--- config.mk ---
export PLATFORM = sky130hd
export DESIGN_NAME = sc_dot_product_engine
export DESIGN_NICKNAME = d
export VERILOG_FILES = /design/src/rtl/sc_pkg.sv /design/src/rtl/sc_lfsr.sv /design/src/rtl/sc_dot_product_engine.sv
export SDC_FILE = /design/constraint.sdc
export NUM_CORES = 1
export LEC_CHECK = 0
export ABC_CLOCK_PERIOD_IN_PS = 4680
export CORE_ASPECT_RATIO = 1.25
export CORE_MARGIN = 10
export CORE_UTILIZATION = 48
export CTS_CLUSTER_SIZE = 40
export DETAILED_ROUTE_END_ITERATION = 8
export GPL_TIMING_DRIVEN = 0
export PLACE_DENSITY = 0.71
export SLEW_MARGIN = 20
export SYNTH_ARGS = -nofsm -noshare
export SYNTH_HDL_FRONTEND = slang
export SYNTH_SLANG_ARGS = --single-unit
--- constraint.sdc ---
create_clock -name clk -period 4.68 [get_ports clk]
set_input_delay 0.468 -clock clk [delete_from_list [all_inputs] [get_ports clk]]
set_output_delay 0.468 -clock clk [all_outputs]
set_load 0.05 [all_outputs]
--- src/rtl/sc_pkg.sv ---
// Shared definitions for the stochastic-computing blocks: sizing helper,
// maximal-length LFSR tap masks and dot-product engine state encodings.
package sc_pkg;

  localparam logic [1:0] ST_IDLE  = 2'd0;
  localparam logic [1:0] ST_RUN   = 2'd1;
  localparam logic [1:0] ST_DRAIN = 2'd2;
  localparam logic [1:0] ST_DONE  = 2'd3;

  // Fibonacci tap masks for widths 4..16; bit k-1 set means stage k feeds back.
  localparam logic [15:0] LFSR_TAPS [4:16] = '{
    16'h000C, 16'h0014, 16'h0030, 16'h0060, 16'h00B8, 16'h0110, 16'h0240,
    16'h0500, 16'h0829, 16'h100D, 16'h2015, 16'h6000, 16'hD008
  };

  function automatic int unsigned clogb2(input int unsigned value);
    int unsigned n;
    n = 0;
    while ((64'd1 << n) < 64'(value)) n++;
    return n;
  endfunction

endpackage

--- src/rtl/sc_lfsr.sv ---
// Maximal-length Fibonacci LFSR used as a stochastic number source; never
// reaches the all-zero state when seeded nonzero.
module sc_lfsr
  import sc_pkg::*;
#(
  parameter int unsigned     WIDTH = 8,
  parameter logic [WIDTH-1:0] SEED = 1
) (
  input  logic             clk,
  input  logic             rst,
  input  logic             load,
  input  logic             enable,
  output logic [WIDTH-1:0] out
);

  localparam logic [15:0]      TAPS_FULL = LFSR_TAPS[WIDTH];
  localparam logic [WIDTH-1:0] TAPS      = TAPS_FULL[WIDTH-1:0];

  always_ff @(posedge clk or posedge rst) begin
    if (rst) begin
      out <= SEED;
    end else if (load) begin
      out <= SEED;
    end else if (enable) begin
      out <= {out[WIDTH-2:0], ^(out & TAPS)};
    end
  end

endmodule

--- src/rtl/sc_dot_product_engine.sv ---
// Stochastic dot-product engine: SNG compares, AND multipliers, MUX adder,
// ones counter and binary rescale under a start/done handshake.
module sc_dot_product_engine
  import sc_pkg::*;
#(
  parameter int unsigned DIMENSION   = 4,
  parameter int unsigned WIDTH       = 8,
  parameter int unsigned STREAM_LOG2 = WIDTH,
  parameter int unsigned SEED_DATA   = 1,
  parameter int unsigned SEED_WEIGHT = (1 << (WIDTH - 1)) + 1
) (
  input  logic                                       clk,
  input  logic                                       rst,
  input  logic                                       start,
  input  logic                                       abort,
  input  logic [WIDTH*DIMENSION-1:0]                 datas,
  input  logic [WIDTH*DIMENSION-1:0]                 weights,
  output logic                                       busy,
  output logic                                       done,
  output logic [STREAM_LOG2:0]                       count,
  output logic [2*WIDTH+clogb2(DIMENSION)-1:0]       result
);

  localparam int unsigned SEL_W = clogb2(DIMENSION);
  localparam int unsigned CNT_W = STREAM_LOG2 + 1;
  localparam int unsigned RES_W = 2 * WIDTH + SEL_W;
  localparam int unsigned SHIFT = SEL_W + 2 * WIDTH - STREAM_LOG2;
  localparam logic [CNT_W-1:0] FULL = {1'b1, {STREAM_LOG2{1'b0}}};

  logic [1:0]                   state;
  logic [WIDTH*DIMENSION-1:0]   datas_q, weights_q;
  logic [DIMENSION-1:0]         s_d, s_w, s_d_next, s_w_next;
  logic                         p;
  logic [CNT_W-1:0]             acc;
  logic [STREAM_LOG2-1:0]       ctr;
  logic [SEL_W-1:0]             sel;
  logic [WIDTH-1:0]             rng_data, rng_weight;
  logic [RES_W-1:0]             result_next;
  logic                         accept, lfsr_en;

  assign accept  = start && (state == ST_IDLE || state == ST_DONE);
  assign lfsr_en = (state == ST_RUN);

  sc_lfsr #(.WIDTH(WIDTH), .SEED(WIDTH'(SEED_DATA))) u_lfsr_data (
    .clk(clk), .rst(rst), .load(accept), .enable(lfsr_en), .out(rng_data)
  );

  sc_lfsr #(.WIDTH(WIDTH), .SEED(WIDTH'(SEED_WEIGHT))) u_lfsr_weight (
    .clk(clk), .rst(rst), .load(accept), .enable(lfsr_en), .out(rng_weight)
  );

  always_comb begin
    s_d_next = '0;
    s_w_next = '0;
    for (int unsigned d = 0; d < DIMENSION; d++) begin
      s_d_next[d] = datas_q[d*WIDTH +: WIDTH] > rng_data;
      s_w_next[d] = weights_q[d*WIDTH +: WIDTH] > rng_weight;
    end
  end

  always_comb begin
    result_next = RES_W'(acc) << SHIFT;
    if (acc == FULL) result_next = '1;
  end

  // Stages are cleared on accept so the first two RUN edges add zero; the two
  // DRAIN edges then absorb the last two samples, giving exactly N ones counts.
  always_ff @(posedge clk or posedge rst) begin
    if (rst) begin
      state     <= ST_IDLE;
      datas_q   <= '0;
      weights_q <= '0;
      s_d       <= '0;
      s_w       <= '0;
      p         <= 1'b0;
      acc       <= '0;
      ctr       <= '0;
      sel       <= '0;
      busy      <= 1'b0;
      done      <= 1'b0;
      count     <= '0;
      result    <= '0;
    end else begin
      done <= 1'b0;
      case (state)
        ST_RUN: begin
          if (abort) begin
            state <= ST_IDLE;
            busy  <= 1'b0;
          end else begin
            s_d <= s_d_next;
            s_w <= s_w_next;
            p   <= s_d[sel] & s_w[sel];
            acc <= acc + CNT_W'(p);
            sel <= sel + SEL_W'(1);
            ctr <= ctr + STREAM_LOG2'(1);
            if (ctr == '1) state <= ST_DRAIN;
          end
        end
        ST_DRAIN: begin
          if (abort) begin
            state <= ST_IDLE;
            busy  <= 1'b0;
          end else begin
            p   <= s_d[sel] & s_w[sel];
            acc <= acc + CNT_W'(p);
            ctr <= ctr + STREAM_LOG2'(1);
            if (ctr[0]) state <= ST_DONE;
          end
        end
        ST_DONE: begin
          count  <= acc;
          result <= result_next;
          done   <= 1'b1;
          busy   <= 1'b0;
          state  <= ST_IDLE;
        end
        default: ;
      endcase
      // A start in the done cycle overrides the return to IDLE.
      if (accept) begin
        state     <= ST_RUN;
        busy      <= 1'b1;
        datas_q   <= datas;
        weights_q <= weights;
        s_d       <= '0;
        s_w       <= '0;
        p         <= 1'b0;
        acc       <= '0;
        ctr       <= '0;
        sel       <= '0;
      end
    end
  end

endmodule
==> results of run 1 <==
[placed cells by master, fill, tap and decap left out, types with 2 or more instances in the layout]
cell type        netlist  final
a2111oi_0              7      7
a21o_1                 7      7
a21oi_1               18     18
a22o_1                 3      3
and2_1                 2      2
and3_1                 2      2
and4_1                 3      3
buf_2                  5      5
buf_4                  9      9
buf_6                  2      2
bufinv_16              0      2
clkbuf_1              16     18
clkbuf_16              0     17
clkbuf_8               0      4
clkdlybuf4s50_1        0     96
clkinv_2               0      4
dfrtp_1              127    127
dfstp_2                3      3
ha_1                  71     71
inv_1                 43     42
mux2_2                 2      2
mux2i_1               21     21
nand2_1              234    234
nand2b_1               9      9
nand3_1               20     20
nand4_1               21     21
nor2_1                32     32
nor3_1                 2      2
nor4_1                 2      2
o211ai_1               3      3
o21ai_0               54     54
xnor2_1                5      5
xor2_1                 3      3
[metrics by stage]
step	setup slack (ns)	hold WS, ns	util [%]	power (mW)	area, um2
2_1_floorplan	0.748	0.445	-	3.32	6770
3_3_place_gp	-0.909	0.467	57.6	3.81	7950
3_5_place_dp	2.32	0.469	57.8	3.98	7990
4_1_cts	2.31	0.485	61.9	5.30	8550
5_1_grt	2.26	0.509	61.9	5.70	8550
6_report	2.33	0.483	61.9	5.27	8550
[worst reg2reg max path: cells and delay by family, from the launching register on]
| family | cells | cell delay [ns] |
|---|---|---|
| and+or+nand+nor | 2 | 0.49 |
| muxes | 1 | 0.31 |
| buffers and inverters | 2 | 0.24 |
| adders and majority gates | 1 | 0.44 |
| DFF | 1 | 0.41 |
| AOI/OAI and AO/OA | 1 | 0.31 |
[area by class of cell]
type / instances / area, um2
plain buffers: 33 / 179
clock buffers: 23 / 488
clock inverters: 6 / 80.1
fillers: 1190 / 5260
inverters: 43 / 166
multi-input cells: 532 / 3180
flip-flops and latches: 130 / 3260
well taps: 175 / 219
repair buffers: 97 / 988
[where the power goes]
group	internal (mW)	leakage [nW]	switching [mW]
logic	0.900	2.21	1.31
registers	1.51	1.69	0.266
clock network	0.827	0.285	0.455
total	3.24	4.18	2.03
[how the worst max path moves through the flow]
| stage | slack, ns | end | from |
|---|---|---|---|
| 6_report | 2.33 | result[2] | result[9] |
| 5_1_grt | 2.26 | u_lfsr_weight.out[5] | state[0] |
| 4_1_cts | 2.31 | result[2] | result[9] |
| 3_5_place_dp | 2.32 | state[0] | start |
| 3_3_place_gp | -0.91 | datas_q[23] | rst |
| 2_1_floorplan | 0.75 | acc[0] | rst |
[metal layers]
metal	global-route usage [%]	vias to the layer above
li1	-	2693
met1	20.4	2582
met2	29.7	132
met3	3.93	20
met4	5.76	0
met5	0	-
[flip-flops by register name, indices dropped and copies added (netlist names), 2 cells and up]
register and count:
weights_q 32, s_d 4, state 2, ctr 8, s_w 4, u_lfsr_data.out 8
sel 2, u_lfsr_weight.out 8, count 9, datas_q 32, result 9, acc 9
[logic make-up after synthesis]
family | count (synthesis)
and+or+nand+nor | 334
DFF | 130
AOI/OAI and AO/OA | 95
buffers and inverters | 76
adders and majority gates | 71
muxes | 24
xor gates and xnor gates | 8
==> metrics.md, run 1 <==
| Metric | Value |
|---|---|
| CP Depth | `2` |
| Mux contribution to synthesized area | `3.66%` |
| Hold path depth | `2` |
| Slew HR | `a little over 50%` |
| Pin count of the biggest net entering global routing | `73` |
| RePlAce Congestion | `0.799` |
| Status | `finished, final reports clean` |
| Most common flop cell mapped by yosys | `dfrtp_1` |
| Synth Register Bits | `130` |
| Initial drt markers | `408` |
| Reg-to-reg setup timing slack | `2.37 ns` |
| Xor/xnor share of the synthesized area | `1.03%` |
| M1 WL | `roughly 7300 um` |
| Worst Max-Slew Pin Slew | `0.721 ns` |
| Layout cells sized above 1 | `6.13%` |
| Die Y | `153 um` |
| Largest cells by area after synthesis | `dfrtp_1 47%, ha_1 13%, nand2_1 13%` |
| Max layer used | `met4` |
| Clk_lat worst skew | `0.41 ns` |
| Async SR Flop Fraction | `100%` |
| Hold worst-path end | `datas_q[4]` |
| Met3 WL | `699 um` |
| Post-Synth Adder-Cell Area | `a little over an eighth` |
| Maximum VDD drop | `0.296 mV` |
| Finished Layout Cells | `roughly 1000` |
| CP Max Fanout | `11` |
| Final hold viol count | `0` |
| Initial antenna violation count | `0` |
| Post-route ant nets | `0` |
| DR WL/cell | `16.0 um` |
| Post-Syn Nets | `877` |
| Post-Synth Simple-Gate Area | `21.0%` |
| Reg clk slew, reported paths | `0.05 ns` |
| Top-area cell type share of the netlist area | `46.9%` |
| ANT cells | `0` |
| First-pass GRT wire length | `27600 um` |
| Final setup viols | `0` |
| Worst Path Arrival | `1.88 ns` |
| Max-slew violations | `0` |
| Worst path max stage delay | `about 0.80 ns` |
| Setup Crit Path Kind | `reg2out` |
| FP Rows | `48` |
| CTS Buf Count | `17` |
| Crit path capture type | `output port` |
| Skew final | `0.0103 ns` |
| CTS max path bufs | `2` |
| Lkg Pwr | `4.18 nW` |
| Via count | `5427` |
| Post-synth top cells | `234 x nand2_1, 127 x dfrtp_1, 71 x ha_1` |
| TritonCTS clock tree | `built` |
| Compound-Gate Fraction of Synth Area | `8.09%` |
| Post-Syn Area | `about 6800 um2` |
| Critical Path Start Type | `flop` |
| H-tree level count | `4` |
| Core area | `between 10000 and 15000 um2` |
| Worst reg2reg endpoint | `state[0]` |
| CP Cell Sequence | `buf_4, clkdlybuf4s50_1` |
| RR Startpoint | `state[0]` |
| Minimum clock period | `2.35 ns` |
| CTS resizes | `0` |
| CTS Hold Buffers Added | `0` |
| Period utilization | `50.2%` |
| Max_cap viols | `0` |
| Synthesis Warnings | `0` |
| Reg2reg path depth | `7` |
| I/O pin total | `a little under 100` |
| Number of global-route vias before repair | `5758` |
| RSZ-0062 raised after global routing | `no` |
| Final nets | `between 900 and 1000` |
| Overall Global Routing Usage | `17.2%` |
| Avg Synthesized Cell Area | `between 9 and 10 um2` |
| Full die area | `19300 um2` |
| CP top delay family | `buffers and inverters` |
| Main combinational cell family by area after synthesis | `simple AND/OR/NAND/NOR gates` |
| Hold Startpoint | `datas_q[4]` |
| Initial Util | `between 40% and 50%` |
| CTS Sinks | `130` |
| Worst endpoint required time | `approximately 4.2 ns` |
| Worst hold path type | `reg2reg` |
| Port bufs | `96` |
| Grt total ovfl | `0` |
| DRT Pass-1 Iters | `5` |
| Die extent in x | `126 um` |
| Synth unique cells | `40` |
| PD cells | `616 nW/um2` |
| Drt drc | `0` |
| Post-Synthesis Cells | `738` |
| HPWL after DPL | `12300 um` |
| Final wirelength | `16600 um` |
| Fmax | `426 MHz` |
| Post-synth EDFFs | `0` |
| Post-CTS setup buffer count | `0` |
| Most frequent cell after synthesis | `nand2_1` |
| Sequential-to-total area share from yosys stat | `48.1%` |
| Worst path bufs/invs | `2` |
| Met2 wire length | `8370 um` |
| Crit-path slowest cell | `clkdlybuf4s50_1` |
| Vias/cell | `between 5 and 6` |
| Clk root buf | `clkbuf_16` |
| Final TNS setup | `0 ns` |
| Area grow syn2layout | `26.3%` |
| Area leader, netlist | `dfrtp_1` |
| Placed insts | `just over 1000` |
Power figures use the tool's default switching activity.
==> inputs of run 2 (changes only) <==
Settings changed: ABC_CLOCK_PERIOD_IN_PS 4680 to 2300.
Clock period 4.68 ns to 2.3 ns, I/O delays scaled along.
==> run 2 against run 1 <==
Core utilization rose by 1.2 points. Final cell count rose by 0.58%. Worst hold slack got worse by 0.26 ns. Clock power rose by 140%. Final area rose by 1.9%. Via count rose by 2.4%. Sequential power rose by 100%. Register-to-register slack got worse by 2.3 ns. Global-route usage rose by 0.11 points. Largest cell class unchanged. Die area did not move.
==> metrics.md, run 2 (same netlist as run 1, synthesis figures left out) <==
| Metric | Value |
|---|---|
| Grt total ovfl | `0 (unchanged)` |
| Commonest cells after routing, fill and taps aside | `234 x nand2_1, 127 x dfrtp_1, 96 x clkdlybuf4s50_1 (unchanged)` |
| Filler Cells Inserted | `1152 (was 1190)` |
| CP Max Fanout | `10 (was 11)` |
| Via count | `5557 (was 5427)` |
| Largest registers | `datas_q x32, weights_q x32 (unchanged)` |
| Most common cell after layout, fill and taps aside | `nand2_1 (unchanged)` |
| CP top delay family | `buffers and inverters (unchanged)` |
| Die extent in x | `126 um (unchanged)` |
| HPWL after DPL | `12200 um (was 12300 um)` |
| Port bufs | `96 (unchanged)` |
| Pin count of the biggest net entering global routing | `33 (was 73)` |
| Crit. Startpoint | `state[0] (was result[9])` |
| DR WL/cell | `15.9 um (was 16.0 um)` |
| Worst hold path type | `in2async (was reg2reg)` |
| Vias/cell | `5.32 (was 5.22)` |
| Drt drc | `0 (unchanged)` |
| Max_cap viols | `0 (unchanged)` |
| Final setup viols | `0 (unchanged)` |
| Worst path max stage delay | `0.56 ns (was 0.80 ns)` |
| Worst Max-Slew Pin Slew | `0.746 ns (was 0.721 ns)` |
| TritonCTS clock tree | `built (unchanged)` |
| Core area | `13800 um2 (unchanged)` |
| Area grow syn2layout | `28.7% (was 26.3%)` |
| Final wirelength | `16600 um (about the same)` |
| Status | `finished, final reports clean (unchanged)` |
| Die Y | `153 um (unchanged)` |
| CTS Buf Count | `17 (unchanged)` |
| Initial Util | `49.0% (unchanged)` |
| RePlAce Congestion | `0.814 (was 0.799)` |
| Slew HR | `50.1% (was 51.7%)` |
| Skew final | `0.0100 ns (was 0.0103 ns)` |
| Worst Path Arrival | `2.47 ns (was 1.88 ns)` |
| Crit-path slowest cell | `clkbuf_1 (was clkdlybuf4s50_1)` |
| Initial drt markers | `313 (was 408)` |
| Critical Path Start Type | `flop (unchanged)` |
| Post-route ant nets | `0 (unchanged)` |
| CTS max path bufs | `2 (unchanged)` |
| FP Rows | `48 (unchanged)` |
| Fmax | `455 MHz` |
| Pre-CTS setup slack | `0.0227 ns (was 2.32 ns)` |
| Initial antenna violation count | `0 (unchanged)` |
| Maximum VDD drop | `0.612 mV (was 0.296 mV)` |
| Layout cells sized above 1 | `7.13% (was 6.13%)` |
| Full die area | `19300 um2 (unchanged)` |
| Worst path bufs/invs | `3 (was 2)` |
| Period utilization | `between 90% and 100%` |
| Final worst slack | `0.0999 ns (was 2.33 ns)` |
| Final hold viol count | `0 (unchanged)` |
| DRT Pass-1 Iters | `6 (was 5)` |
| Worst endpoint required time | `2.57 ns (was 4.21 ns)` |
| Multi-input logic area | `3180 um2 (about the same)` |
| I/O pin total | `97 (unchanged)` |
| FF/Latch Area | `3260 um2 (unchanged)` |
| Minimum clock period | `2.20 ns` |
| CTS Sinks | `130 (unchanged)` |
| ANT cells | `0 (unchanged)` |
| Clk_lat worst skew | `0.42 ns (was 0.41 ns)` |
| H-tree level count | `4 (unchanged)` |
| Overall Global Routing Usage | `17.3% (was 17.2%)` |
| Max-slew violations | `0 (unchanged)` |
| Reg clk slew, reported paths | `0.06 ns (was 0.05 ns)` |
| Crit path capture type | `flop (was output port)` |
| Post-CTS setup buffer count | `0 (unchanged)` |
| Final TNS setup | `0 ns (unchanged)` |
| Number of global-route vias before repair | `5771 (was 5758)` |
| CP Cell Sequence | `inv_1, ha_2, and2_1, buf_2, clkbuf_1, o21ai_0 (was buf_4, clkdlybuf4s50_1)` |
| Final nets | `996 (was 993)` |
| RR Startpoint | `state[0] (unchanged)` |
| Setup Crit Path Kind | `reg2reg (was reg2out)` |
| PD cells | `1280 nW/um2 (was 616 nW/um2)` |
| First-pass GRT wire length | `27700 um (was 27600 um)` |
| Clk root buf | `clkbuf_16 (unchanged)` |
| Lkg Pwr | `4.25 nW (was 4.18 nW)` |
run 2: cell types whose count changed in the layout (fill, tap and decap cells not counted), sizes merged:
cell / change
bufinv: +3
buf: +2
clkinvlp: +2
inv: -1
run 2: power breakdown:
group	leakage [nW]	internal [mW]	total [mW]	switching (mW)
clock	0.326	2.03	3.01	0.975
sequential	1.69	3.07	3.61	0.543
combinational	2.24	1.85	4.57	2.72
run 2: area by class of cell:
class | count | share of cell area, %
clock inverters | 10 | 2.04
well taps | 175 | 2.51
inverters | 43 | 1.90
repair buffers | 100 | 12.0
plain buffers | 33 | 2.07
flip-flops and latches | 130 | 37.4
multi-input cells | 532 | 36.5
clock buffers | 22 | 5.56
run 2: per-stage QoR:
step                total power [mW]  instances  utilization, %  hold slack [ns]  instance area (um2)
floorplan                       6.76        738               -            0.335                 6780
global placement                7.77       1009            57.6            0.465                 7960
detailed placement              8.10       1013            58.2            0.472                 8040
CTS                             11.2       1045            63.0            0.229                 8710
global route                    12.0       1045            63.1            0.263                 8710
finish                          11.2       1045            63.1            0.220                 8710
run 2: metal layers:
layer	up-vias	share of wire (%)	global-route usage, %
li1	2718	-	-
met1	2641	44	20.3
met2	164	49	29.3
met3	34	5.1	4.42
met4	0	2.5	6.95
met5	-	0	0
run 2: final timing paths:
check,end,slack (ns),depth (start not counted)
max,datas_q[16],0.1,6
min,ctr[3],0.22,2
max reg2reg,datas_q[16],0.1,6
min reg2reg,datas_q[15],0.49,2
max in group asynchronous,u_lfsr_weight.out[0],1.22,4
min in group clk,datas_q[23],0.34,3
run 2: timing repair:
item	CTS	global route
endpoints found under the setup margin	0	17
hold buffers	0	0
resized for setup	0	3
